==> config.mk <==
export PLATFORM = sky130hd
export DESIGN_NAME = wrapping_pointer_fifo
export DESIGN_NICKNAME = d
export VERILOG_FILES = /design/src/rtl/wrapping_pointer_fifo_pkg.sv /design/src/rtl/wrapping_lap_counter.sv /design/src/rtl/wrapping_pointer_fifo.sv
export SDC_FILE = /design/constraint.sdc
export NUM_CORES = 1
export LEC_CHECK = 0
export CAP_MARGIN = 20
export CORE_MARGIN = 4
export CORE_UTILIZATION = 40
export DETAILED_ROUTE_END_ITERATION = 12
export SYNTH_ARGS = -nofsm -noshare
export SYNTH_HDL_FRONTEND = slang
export SYNTH_SLANG_ARGS = --single-unit
==> constraint.sdc <==
create_clock -name clock -period 3.4 [get_ports clock]
set_input_delay 0.34 -clock clock [delete_from_list [all_inputs] [get_ports clock]]
set_output_delay 0.34 -clock clock [all_outputs]
set_load 0.02 [all_outputs]
==> src/rtl/wrapping_pointer_fifo_pkg.sv <==
// Shared helpers for the wrapping-pointer FIFO: power-of-two detection used to
// select the pointer wrap logic.
package wrapping_pointer_fifo_pkg;

  function automatic bit is_pow2(input int value);
    return (value > 0) && ((value & (value - 1)) == 0);
  endfunction

endpackage

==> src/rtl/wrapping_lap_counter.sv <==
// Index counter over 0..RANGE-1 that toggles a lap bit every time it wraps,
// so two counters can be compared to tell "caught up" from "lapped".
module wrapping_lap_counter
  import wrapping_pointer_fifo_pkg::*;
#(
  parameter int RANGE      = 5,
  parameter int RANGE_LOG2 = $clog2(RANGE)
) (
  input  logic                  clock,
  input  logic                  resetn,
  input  logic                  increment,
  output logic [RANGE_LOG2-1:0] count,
  output logic                  lap
);

  logic [RANGE_LOG2-1:0] count_r;
  logic                  lap_r;
  logic                  at_max_s;

  // A power-of-two range rolls over by itself; others need the explicit compare.
  generate
    if (is_pow2(RANGE)) begin : g_pow2
      assign at_max_s = &count_r;
    end else begin : g_npow2
      assign at_max_s = (count_r == RANGE_LOG2'(RANGE - 1));
    end
  endgenerate

  // Index and lap state, advanced on each accepted increment.
  always_ff @(posedge clock or negedge resetn) begin
    if (!resetn) begin
      count_r <= {RANGE_LOG2{1'b0}};
      lap_r   <= 1'b0;
    end else if (increment) begin
      if (at_max_s) begin
        count_r <= {RANGE_LOG2{1'b0}};
        lap_r   <= ~lap_r;
      end else begin
        count_r <= count_r + {{(RANGE_LOG2-1){1'b0}}, 1'b1};
      end
    end
  end

  assign count = count_r;
  assign lap   = lap_r;

endmodule

==> src/rtl/wrapping_pointer_fifo.sv <==
// Single-clock first-word-fall-through FIFO of any depth built on lap-bit pointers.
// Optional overflow/underflow pulses: define WRAPPING_POINTER_FIFO_ERROR_FLAGS_EN.
module wrapping_pointer_fifo
  import wrapping_pointer_fifo_pkg::*;
#(
  parameter int WIDTH      = 8,
  parameter int DEPTH      = 5,
  parameter int DEPTH_LOG2 = $clog2(DEPTH)
) (
  input  logic                  clock,
  input  logic                  resetn,
  input  logic                  write_enable,
  input  logic [WIDTH-1:0]      write_data,
  output logic                  full,
  input  logic                  read_enable,
  output logic [WIDTH-1:0]      read_data,
  output logic                  empty,
  output logic [DEPTH_LOG2:0]   level
`ifdef WRAPPING_POINTER_FIFO_ERROR_FLAGS_EN
  ,
  output logic                  overflow,
  output logic                  underflow
`endif
);

  localparam int                LEVEL_W     = DEPTH_LOG2 + 1;
  localparam logic [LEVEL_W-1:0] DEPTH_LEVEL = LEVEL_W'(DEPTH);

  logic [WIDTH-1:0]      mem_r [DEPTH];
  logic [DEPTH_LOG2-1:0] write_index_s;
  logic [DEPTH_LOG2-1:0] read_index_s;
  logic                  write_lap_s;
  logic                  read_lap_s;
  logic                  index_equal_s;
  logic                  lap_differ_s;
  logic                  full_s;
  logic                  empty_s;
  logic                  write_accept_s;
  logic                  read_accept_s;

  wrapping_lap_counter #(
    .RANGE      (DEPTH),
    .RANGE_LOG2 (DEPTH_LOG2)
  ) u_write_ptr (
    .clock     (clock),
    .resetn    (resetn),
    .increment (write_accept_s),
    .count     (write_index_s),
    .lap       (write_lap_s)
  );

  wrapping_lap_counter #(
    .RANGE      (DEPTH),
    .RANGE_LOG2 (DEPTH_LOG2)
  ) u_read_ptr (
    .clock     (clock),
    .resetn    (resetn),
    .increment (read_accept_s),
    .count     (read_index_s),
    .lap       (read_lap_s)
  );

  assign index_equal_s  = (write_index_s == read_index_s);
  assign lap_differ_s   = (write_lap_s != read_lap_s);
  assign empty_s        = index_equal_s && !lap_differ_s;
  assign full_s         = index_equal_s && lap_differ_s;
  assign write_accept_s = write_enable && !full_s;
  assign read_accept_s  = read_enable && !empty_s;

  // Storage is deliberately unreset; the pointers alone define valid contents.
  always_ff @(posedge clock) begin
    if (write_accept_s) begin
      mem_r[write_index_s] <= write_data;
    end
  end

  assign full      = full_s;
  assign empty     = empty_s;
  assign read_data = mem_r[read_index_s];
  // Modular subtraction; adding DEPTH when lapped folds the negative result back.
  assign level     = {1'b0, write_index_s} - {1'b0, read_index_s}
                   + (lap_differ_s ? DEPTH_LEVEL : {LEVEL_W{1'b0}});

`ifdef WRAPPING_POINTER_FIFO_ERROR_FLAGS_EN
  logic overflow_r;
  logic underflow_r;

  // One-cycle pulses for requests that were refused.
  always_ff @(posedge clock or negedge resetn) begin
    if (!resetn) begin
      overflow_r  <= 1'b0;
      underflow_r <= 1'b0;
    end else begin
      overflow_r  <= write_enable && full_s;
      underflow_r <= read_enable && empty_s;
    end
  end

  assign overflow  = overflow_r;
  assign underflow = underflow_r;
`endif

endmodule
==> run_results.csv <==
group,metric,value,unit
timing,finalMaxSlewViolations,0,
placed_design,placed_cells,225,
global_route,gr-total-overflow,0,
placed_design,io_buffers,25,
power_and_ir_drop,cellLeakagePower,0.000955,uW
timing,setup_viol,0,
timing,fmax,317,MHz
yosys,syn_nets,148,
critical_path,path_buf_inv,3,
detailed_routing,drt-total-wl,3970,um
layout,diodes,0,
timing,worst_pin_slew,0.535,ns
die,die_h,81.7,um
yosys,ys_seq_area_share,64.5,%
critical_path,startpoint,"u_write_ptr.lap$_DFFE_PN0P_",
yosys,synth-seq-cells,48,
detailed_routing,drc,0,
layout,drive_gt1_share,22.6,%
power_and_ir_drop,peakVddDrop,635,uV
critical_path,worstReg2RegStart,"u_write_ptr.count[0]$_DFFE_PN0P_",
critical_path,worst_path_max_delay_cell,"clkdlybuf4s50_1",
hold_path,min_path_type,"input pin to asynchronous set/reset pin",
run_status,outcome,"complete, no violations",
clock_network,clockRootBuffer,"clkbuf_8",
timing,max_slew_margin,63.8,%
timing,tns,0,ns
power_and_ir_drop,total_power,2890,uW
critical_path,start_kind,"register",
global_route,track_usage,13.5,%
yosys,synth_area,2170,um^2
clock_network,numClockSinks,48,
yosys,synth_cell_types,28,
clock_network,h-tree-depth,2,
global_route,grt_pass1_vias,1304,
placed_design,place_hpwl,2840,um
layout,final_cell_mix,"40 x edfxtp_1, 24 x clkdlybuf4s50_1, 10 x mux2_2, 9 x ha_1, 9 x buf_4",
power_and_ir_drop,powerDensity,1090,nW/um^2
critical_path,setup.worst_path.end_class,"output port",
yosys,synthCells,125,
layout,syn_to_final_growth,22.1,%
clock_network,cts_tree,"done",
layout,layout.cells.non_filler,234,
die,initial_core_util,42.0,%
detailed_routing,ant_nets,0,
global_route,grt_pass1_wl,6490,um
die,core,5170,um^2
layout,final_common_cell,"edfxtp_1",
critical_path,path_max_fanout,6,
critical_path,cp_top_family,"adder cells",
detailed_routing,drt-initial-drc-count,33,
timing,skew,0.00744,ns
clock_network,clk_latency,0.29,ns
clock_network,ctsLongestPathBuffers,2,
layout,finalNetCount,186,
clock_network,path_clk_slew,0.08,ns
global_route,grt_max_degree,16,
detailed_routing,vias_per_cell,5.09,
clock_network,cts_buffers,5,
timing,post-route-period-util,92.7,%
yosys,yosysWarnings,0,
die,rows,26,
critical_path,critPathRequiredTime,3.06,ns
global_route,antenna_found_initial,0,
clock_network,cts_hold_buffers,0,
placed_design,place_congestion,0.826,
timing,min_period,3.15,ns
yosys,avgSynthCellArea,17.4,um^2
die,io_pins,26,
timing,hold_viol,0,
critical_path,slowest_delay,0.63,ns
die,dieArea,6680,um^2
critical_path,critPathKind,"register to output port",
die,die_w,81.7,um
critical_path,arrival,2.81,ns
detailed_routing,drt-wirelength-per-cell,17.0,um
timing,rsz0062_at_grt,"false",
flow_run,maxCapViolCount,0,
detailed_routing,first_pass_iters,4,
critical_path,path_cells,"xor2_2, inv_2, fa_1, inv_1, ha_1, xor2_1, clkdlybuf4s50_1",
detailed_routing,vias,1190,
## synthesized netlist by cell type (all sizes together)
cell type	count	area, um^2
edfxtp	40	1200
mux2	11	124
ha	9	113
inv	9	33.8
dfrtp	8	200
mux4	8	180
nor3	6	30.0
o31ai	4	43.8
o311ai	3	26.3
xnor2	3	26.3
xor2	3	41.3
and2	2	12.5
clkbuf	2	7.51
fa	2	40.0
nand2	2	7.51
nand2b	2	12.5
nor2	2	7.51
o21a	2	15.0
o2bb2ai	2	17.5
a21o	1	7.51
a21oi	1	5.00
buf	1	5.00
mux2i	1	10.0
nor4	1	6.26
## where the power goes
part | switching [uW] | internal (uW)
Clock | 179 | 144
Sequential | 68.7 | 776
Combinational | 899 | 824
## layout make-up
type                    instances  area [um^2]
clock buffers                   6         72.6
repair buffers                 34          320
fillers                       442         2520
flip-flops and latches         48         1400
multi-input cells              65          726
inverters                       9         33.8
well taps                      70         87.6
clock inverters                 2         12.5
## path summary, 6_finish.rpt
kind / endpoint / slack [ns] / cells past startpoint
setup reg to reg: mem_r[2][1]$_DFFE_PP_ / 1.20 / 6
hold / removal: u_read_ptr.count[1]$_DFFE_PN0P_ / 0.33 / 1
setup / recovery: level[2] / 0.25 / 7
hold reg to reg: u_read_ptr.lap$_DFFE_PN0P_ / 0.53 / 1
max in group asynchronous: u_read_ptr.count[0]$_DFFE_PN0P_ / 2.80 / 1
min in group clock: u_read_ptr.lap$_DFFE_PN0P_ / 0.53 / 1
## repair_timing
| action | 4_1_cts | 5_1_grt |
|---|---|---|
| setup buffers | 0 | 1 |
| setup endpoints to repair | 0 | 1 |
| gates resized for setup | 0 | 1 |
## per-layer routing
metal	track usage [%]	up-vias	wire length [um]
met1	17.2	610	1720
met4	3.99	0	42
li1	-	558	-
met3	3.07	5	112
met2	23.2	17	2100
met5	0	-	0
## logic make-up (layout without fill, tap and decap cells)
logic type                 count (synthesis)  after routing  synth area share, %
xor gates and xnor gates                   6              6                 3.11
buffers and inverters                     12             51                 2.13
muxes                                     20             20                 14.5
and+or+nand+nor                           15             15                 3.51
DFF                                       48             48                 64.5
adders and majority gates                 11             11                 7.02
AOI/OAI and AO/OA                         13             13                 5.30
## sequential cells by signal, indices dropped and copies added, names as in the netlist
name               count
u_read_ptr.count       3
u_write_ptr.lap        1
u_write_ptr.count      3
mem_r                 40
u_read_ptr.lap         1
## metrics by stage
| stage | setup slack, ns | hold slack [ns] | area [um^2] | util, % |
|---|---|---|---|---|
| floorplan | 0.711 | 0.0444 | 2170 | - |
| finish | 0.248 | 0.328 | 2650 | 51.3 |
| global route | 0.0840 | 0.353 | 2650 | 51.3 |
| detailed placement | 0.389 | 0.524 | 2560 | 49.5 |
| global placement | 0.473 | 0.513 | 2560 | 49.5 |
| CTS | 0.0736 | 0.333 | 2640 | 51.1 |
Note: power is estimated with default switching activity, not from simulation.
